File: src/rtl/tt_um_seg_pattern_gen_if.sv
// ---------------------------------------------------------------------------
// tt_um_seg_pattern_gen_if
//   Bundles the Tiny-Tapeout style user I/O of the segment pattern generator.
//   Signals:
//     ena     : clock enable (0 freezes the generator)
//     ui_in   : [3:0] digit, [4] req_valid, [5] sweep, [6] noise_en, [7] out_ready
//     uio_in  : unused by the generator
//     uo_out  : [6:0] segments {g,f,e,d,c,b,a}, [7] out_valid
//     uio_out : [3:0] tag, [4] busy, [5] req_ready, [6] err_invalid, [7] 0
//     uio_oe  : bidirectional output enables
//   Modports: master = the driver/consumer side, slave = the generator.
// ---------------------------------------------------------------------------
interface tt_um_seg_pattern_gen_if;
  logic       ena;
  logic [7:0] ui_in;
  logic [7:0] uio_in;
  logic [7:0] uo_out;
  logic [7:0] uio_out;
  logic [7:0] uio_oe;

  modport master (
    output ena, ui_in, uio_in,
    input  uo_out, uio_out, uio_oe
  );

  modport slave (
    input  ena, ui_in, uio_in,
    output uo_out, uio_out, uio_oe
  );
endinterface

File: src/rtl/tt_um_seg_pattern_gen.sv
// ---------------------------------------------------------------------------
// tt_um_seg_pattern_gen
//   Digit-to-7-segment stimulus generator. A digit (or a sweep of 0..SWEEP_MAX)
//   is encoded to a gfedcba pattern, optionally corrupted by NFLIP LFSR-chosen
//   segment flips, and presented under a valid/ready handshake.
//   Ports:
//     clk   : system clock
//     rst_n : asynchronous active-low reset
//     bus   : user I/O bundle (see tt_um_seg_pattern_gen_if)
//   All outputs are decoded from registers only.
// ---------------------------------------------------------------------------
module tt_um_seg_pattern_gen #(
  parameter int          NFLIP     = 1,
  parameter logic [15:0] LFSR_SEED = 16'hACE1,
  parameter int          SWEEP_MAX = 9
) (
  input  logic                    clk,
  input  logic                    rst_n,
  tt_um_seg_pattern_gen_if.slave  bus
);

  typedef enum logic [1:0] {
    S_IDLE    = 2'd0,
    S_ENCODE  = 2'd1,
    S_NOISE   = 2'd2,
    S_PRESENT = 2'd3
  } state_t;

  state_t      r_state;
  state_t      w_state_next;

  logic [6:0]  r_pattern;
  logic [3:0]  r_tag;
  logic        r_err;
  logic [2:0]  r_flip_cnt;
  logic [3:0]  r_sweep_cnt;
  logic [15:0] r_lfsr;
  logic        r_sweep_mode;
  logic        r_noise_en;

  logic [3:0]  w_digit;
  logic        w_req_valid;
  logic        w_sweep;
  logic        w_noise_en;
  logic        w_out_ready;

  logic [6:0]  w_rom;
  logic [2:0]  w_flip_load;
  logic [2:0]  w_flip_idx;
  logic [6:0]  w_flip_mask;
  logic [15:0] w_lfsr_next;
  logic        w_out_valid;
  logic        w_req_ready;
  logic        w_busy;

  assign w_digit     = bus.ui_in[3:0];
  assign w_req_valid = bus.ui_in[4];
  assign w_sweep     = bus.ui_in[5];
  assign w_noise_en  = bus.ui_in[6];
  assign w_out_ready = bus.ui_in[7];

  // uio_in has no function in this block
  logic w_unused;
  assign w_unused = &{1'b0, bus.uio_in};

  // Segment ROM, active-high gfedcba; non-decimal codes show a dash
  always_comb begin
    w_rom = 7'h40;
    case (r_tag)
      4'd0: w_rom = 7'h3F;
      4'd1: w_rom = 7'h06;
      4'd2: w_rom = 7'h5B;
      4'd3: w_rom = 7'h4F;
      4'd4: w_rom = 7'h66;
      4'd5: w_rom = 7'h6D;
      4'd6: w_rom = 7'h7D;
      4'd7: w_rom = 7'h07;
      4'd8: w_rom = 7'h7F;
      4'd9: w_rom = 7'h6F;
      default: w_rom = 7'h40;
    endcase
  end

  // Galois right-shift LFSR; free-running whenever ena is high
  assign w_lfsr_next = (r_lfsr >> 1) ^ (r_lfsr[0] ? 16'hB400 : 16'h0000);

  // Only 7 segments exist, so index 7 folds onto segment a
  assign w_flip_idx  = (r_lfsr[2:0] == 3'd7) ? 3'd0 : r_lfsr[2:0];
  assign w_flip_mask = 7'd1 << w_flip_idx;

  // noise_en was latched when the request was accepted
  assign w_flip_load = r_noise_en ? 3'(NFLIP) : 3'd0;

  // ---- FSM: state register ----
  always_ff @(posedge clk or negedge rst_n) begin
    if (!rst_n) begin
      r_state <= S_IDLE;
    end else if (bus.ena) begin
      r_state <= w_state_next;
    end
  end

  // ---- FSM: next-state logic ----
  always_comb begin
    w_state_next = r_state;
    case (r_state)
      S_IDLE: begin
        if (w_sweep || w_req_valid) w_state_next = S_ENCODE;
      end
      S_ENCODE: begin
        w_state_next = (w_flip_load != 3'd0) ? S_NOISE : S_PRESENT;
      end
      S_NOISE: begin
        if (r_flip_cnt <= 3'd1) w_state_next = S_PRESENT;
      end
      S_PRESENT: begin
        if (w_out_ready) w_state_next = S_IDLE;
      end
      default: w_state_next = S_IDLE;
    endcase
  end

  // ---- FSM: output decode ----
  always_comb begin
    w_out_valid = 1'b0;
    w_req_ready = 1'b0;
    w_busy      = 1'b1;
    case (r_state)
      S_IDLE: begin
        w_req_ready = 1'b1;
        w_busy      = 1'b0;
      end
      S_PRESENT: w_out_valid = 1'b1;
      default: ;
    endcase
  end

  // ---- Datapath registers ----
  always_ff @(posedge clk or negedge rst_n) begin
    if (!rst_n) begin
      r_pattern    <= 7'd0;
      r_tag        <= 4'd0;
      r_err        <= 1'b0;
      r_flip_cnt   <= 3'd0;
      r_sweep_cnt  <= 4'd0;
      r_lfsr       <= LFSR_SEED;
      r_sweep_mode <= 1'b0;
      r_noise_en   <= 1'b0;
    end else if (bus.ena) begin
      r_lfsr <= w_lfsr_next;
      case (r_state)
        S_IDLE: begin
          // Sweep takes priority and ignores req_valid
          if (w_sweep) begin
            r_tag        <= r_sweep_cnt;
            r_sweep_mode <= 1'b1;
            r_noise_en   <= w_noise_en;
          end else if (w_req_valid) begin
            r_tag        <= w_digit;
            r_sweep_mode <= 1'b0;
            r_noise_en   <= w_noise_en;
          end
        end
        S_ENCODE: begin
          r_pattern  <= w_rom;
          r_err      <= (r_tag > 4'd9);
          r_flip_cnt <= w_flip_load;
        end
        S_NOISE: begin
          r_pattern  <= r_pattern ^ w_flip_mask;
          r_flip_cnt <= r_flip_cnt - 3'd1;
        end
        S_PRESENT: begin
          if (w_out_ready && r_sweep_mode) begin
            r_sweep_cnt <= (r_sweep_cnt == 4'(SWEEP_MAX)) ? 4'd0 : r_sweep_cnt + 4'd1;
          end
        end
        default: ;
      endcase
    end
  end

  assign bus.uo_out  = {w_out_valid, r_pattern};
  assign bus.uio_out = {1'b0, r_err, w_req_ready, w_busy, r_tag};
  assign bus.uio_oe  = 8'h7F;

endmodule
File: src/flat_wrapper.sv
// flat-port wrapper written by rule: the top's interface ports become plain ports
module tt_um_seg_pattern_gen_flat 
#(
  parameter int          NFLIP     = 1,
  parameter logic [15:0] LFSR_SEED = 16'hACE1,
  parameter int          SWEEP_MAX = 9
)
  (clk, rst_n, bus_ena, bus_ui_in, bus_uio_in, bus_uo_out, bus_uio_out, bus_uio_oe);
  tt_um_seg_pattern_gen_if bus_i ();
  input  logic clk;
  input  logic rst_n;
  input wire logic [$bits(bus_i.ena)-1:0] bus_ena;
  input wire logic [$bits(bus_i.ui_in)-1:0] bus_ui_in;
  input wire logic [$bits(bus_i.uio_in)-1:0] bus_uio_in;
  output wire logic [$bits(bus_i.uo_out)-1:0] bus_uo_out;
  output wire logic [$bits(bus_i.uio_out)-1:0] bus_uio_out;
  output wire logic [$bits(bus_i.uio_oe)-1:0] bus_uio_oe;
  assign bus_i.ena = bus_ena;
  assign bus_i.ui_in = bus_ui_in;
  assign bus_i.uio_in = bus_uio_in;
  assign bus_uo_out = bus_i.uo_out;
  assign bus_uio_out = bus_i.uio_out;
  assign bus_uio_oe = bus_i.uio_oe;
  tt_um_seg_pattern_gen #(.NFLIP(NFLIP), .LFSR_SEED(LFSR_SEED), .SWEEP_MAX(SWEEP_MAX)) u_core (.clk(clk), .rst_n(rst_n), .bus(bus_i));
endmodule
File: config.mk
export PLATFORM = sky130hd
export DESIGN_NAME = tt_um_seg_pattern_gen_flat
export DESIGN_NICKNAME = d
export VERILOG_FILES = /design/src/rtl/tt_um_seg_pattern_gen_if.sv /design/src/rtl/tt_um_seg_pattern_gen.sv /design/src/flat_wrapper.sv
export SDC_FILE = /design/constraint.sdc
export NUM_CORES = 1
export LEC_CHECK = 0
export ABC_AREA = 1
export CAP_MARGIN = 20
export CORE_UTILIZATION = 35
export DETAILED_ROUTE_END_ITERATION = 12
export HOLD_SLACK_MARGIN = 0.12
export PLACE_DENSITY = 0.62
export SYNTH_ARGS = -nofsm -noshare
export SYNTH_HDL_FRONTEND = slang
export SYNTH_SLANG_ARGS = --single-unit
File: constraint.sdc
create_clock -name clk -period 2.3 [get_ports clk]
set_clock_uncertainty 0.2 [all_clocks]
set_input_delay 0.575 -clock clk [delete_from_list [all_inputs] [get_ports clk]]
set_output_delay 0.575 -clock clk [all_outputs]
set_load 0.1 [all_outputs]
==> results of run 1 <==
==> cells in the final DEF, fill, tap and decap left out, types with 8 or more instances in the layout <==
master / count
ha_1: 12
conb_1: 9
nand2_1: 70
a21oi_1: 15
dfstp_2: 8
nor2_1: 15
buf_12: 15
clkdlybuf4s50_1: 9
nand3_1: 9
inv_1: 29
dfrtp_1: 30
o21ai_0: 27
==> flip-flops by register name, indices dropped and copies added, names as in the netlist <==
signal / flops
u_core.r_noise_en: 1
u_core.r_err: 1
u_core.r_sweep_mode: 1
u_core.r_lfsr: 16
u_core.r_sweep_cnt: 4
u_core.r_flip_cnt: 3
u_core.r_tag: 4
u_core.r_pattern: 7
u_core.r_state: 2
==> stage by stage <==
stage / std cells / util / instance area [sq um] / setup WS (ns) / hold slack (ns)
final: 369 / 0.449 / 2710 / 0.147 / 0.137
after global routing: 369 / 0.449 / 2710 / 0.0588 / 0.168
after CTS: 369 / 0.449 / 2700 / 0.0567 / 0.152
after detailed placement: 361 / 0.434 / 2620 / 0.115 / 0.255
after global placement: 361 / 0.434 / 2620 / 0.128 / 0.252
after floorplan: 276 / - / 2240 / 0.00124 / 0.0794
==> worst max-delay path, cell delays in order (launching register included) <==
cell and delay [ns]:
dfrtp_2 0.44, inv_1 0.12, ha_2 0.25, inv_1 0.10, buf_12 0.17
==> final cells by class <==
| class | count | area [sq um] | area share |
|---|---|---|---|
| well taps | 75 | 93.8 | 0.0347 |
| clock buffers | 5 | 68.8 | 0.0254 |
| clock inverters | 3 | 20.0 | 0.00739 |
| flip-flops and latches | 39 | 987 | 0.365 |
| repair buffers | 28 | 418 | 0.154 |
| multi-input cells | 188 | 1000 | 0.371 |
| inverters | 31 | 116 | 0.0430 |
==> routing by layer <==
metal,GRT usage,vias up
met5,0,-
met4,0.0482,0
met3,0.0333,6
met2,0.228,33
met1,0.195,802
li1,-,879
==> kinds of logic after synthesis <==
family,Yosys count,share of synthesized area
AO/OA/AOI/OAI,53,0.129
XOR/XNOR,9,0.0356
adder cells (fa/ha/maj),13,0.0734
buffers and inverters,49,0.115
flip-flops,39,0.445
other,2,0.00339
AND/OR/NAND/NOR,104,0.199
==> final timing paths <==
check	to	slack [ns]	cells after the start
max reg2reg	u_core.r_state[1]	0.44	7
max in group asynchronous	u_core.r_state[0]	1.39	2
max	bus_uio_out[4]	0.15	4
min in group clk	u_core.r_lfsr[5]	0.26	2
min reg2reg	u_core.r_lfsr[5]	0.26	2
min	u_core.r_lfsr[1]	0.14	2
==> what timing repair did <==
action / CTS / global route
endpoints found under the setup margin: 0 / 1
resized for setup: 0 / 2
hold endpoints to repair: 0 / 0
==> impl_metrics.yaml, run 1 <==
global_route:
  antenna_found_initial: 0
  gr-usage-all-layers: 0.145
  grt_pass1_wl_mm: 7.28
  grt_pass1_vias: 1555
  grt_max_degree: 40
  grt-ovfl-total: 0
synth:
  avgSynthCellArea_sq_um: 8.23
  yosysTopAreaCellShare: 0.350
  synthCells: 269
  ys_seq_elements: 39
  synth-edff-count: 0
  ys_types: 30
  synthArstFlopShare: 1.00
  post-synth-top-count-cell: "nand2_1"
  ys_top_cells_by_area: "dfrtp_1 35%, nand2_1 12%, dfstp_2 9.5%, ha_1 7.3%, o21ai_0 6.1%"
  synth_common_cells: "70 x nand2_1, 31 x dfrtp_1, 29 x inv_1"
  ys.flop_type: "dfrtp_1"
  syn_area_sq_um: 2210
  ys_warn_count: 0
  synth_seq_area_share: 0.445
  yosys.area.top_type: "dfrtp_1"
setup_path:
  startpoint_type: "register"
  worstPathArrival_ns: 1.38
  r2r_start: "u_core.r_state[0]"
  crit_start: "u_core.r_state[0]"
  cp-end-kind: "primary output"
  cp.required_ns: 1.52
  path_max_fanout: 6
  crit_type: "reg -> out"
die:
  rows: 28
  dieArea_sq_um: 6650
  die_w_um: 81.5
  start_util: 0.368
  fp.coreArea_sq_um: 6030
  die_y_um: 81.5
  num_io_pins: 43
timing:
  fin_tns_setup_ns: 0
  worst_pin_slew_ns: 0.515
  slew_viol_final: 0
  maxSlewHeadroom: 0.657
  hold_viol: 0
  finalCriticalPeriod_ns: 2.15
  setup_viol: 0
  max_freq_mhz: 465
  period_share: 0.936
  rsz0062_at_grt: "false"
route:
  top_layer: "met4"
  drc: 0
  wl_per_cell_um: 11.4
  dr.pass1.iters: 4
  first_iter_violations: 91
  viasPerCell: 4.66
  antenna_left: 0
  finalWirelength_mm: 4.20
  wl_met2_mm: 1.97
  wirelength_met1_mm: 2.06
  vias: 1720
  met3_wirelength_um: 125
clock_network:
  cts.htree.levels: 2
  post-cts-setup-buffers: 0
  cts.hold.buffers_added: 0
  cts_buffers: 5
  cts_buffer_depth: 2
  worst_skew_pair.late_latency_ns: 0.29
  cts_tree: "built"
  numClockSinks: 39
  path_clk_slew_ns: 0.08
  cts_root_buf: "clkbuf_8"
cells_and_area:
  area_growth_pct: 22.3
  antennaDiodeCount: 0
  fillers: 613
  final_nets: 325
  drive_above_1_share: 0.153
placed_design:
  portBuffers: 25
  hpwl_mm: 3.06
  gp_congestion: 0.778
flow_run:
  cap_violations: 0
status:
  status: "complete, no violations"
worst_hold_path:
  hold_path.class: "in -> async"
Power of run 1 is left out: the tool's default activity adds up to more than one toggle a clock period on the data nets, which glitch-free logic cannot reach.
==> run 2, diff against run 1 <==
--- a/config.mk
+++ b/config.mk
@@ -10,7 +10,9 @@
 export CORE_UTILIZATION = 35
 export DETAILED_ROUTE_END_ITERATION = 12
 export HOLD_SLACK_MARGIN = 0.12
+export MAX_ROUTING_LAYER = met4
 export PLACE_DENSITY = 0.62
+export SLEW_MARGIN = 20
 export SYNTH_ARGS = -nofsm -noshare
 export SYNTH_HDL_FRONTEND = slang
 export SYNTH_SLANG_ARGS = --single-unit
==> results of run 2 <==
Same layout as run 1: the final DEF is identical, and so are final timing and power.
Main changes from that run: final weighted congestion in routability-driven placement 0.778 -> 0.788; overall routing resource usage 0.145 -> 0.149
Power of run 2 is left out for the same reason.
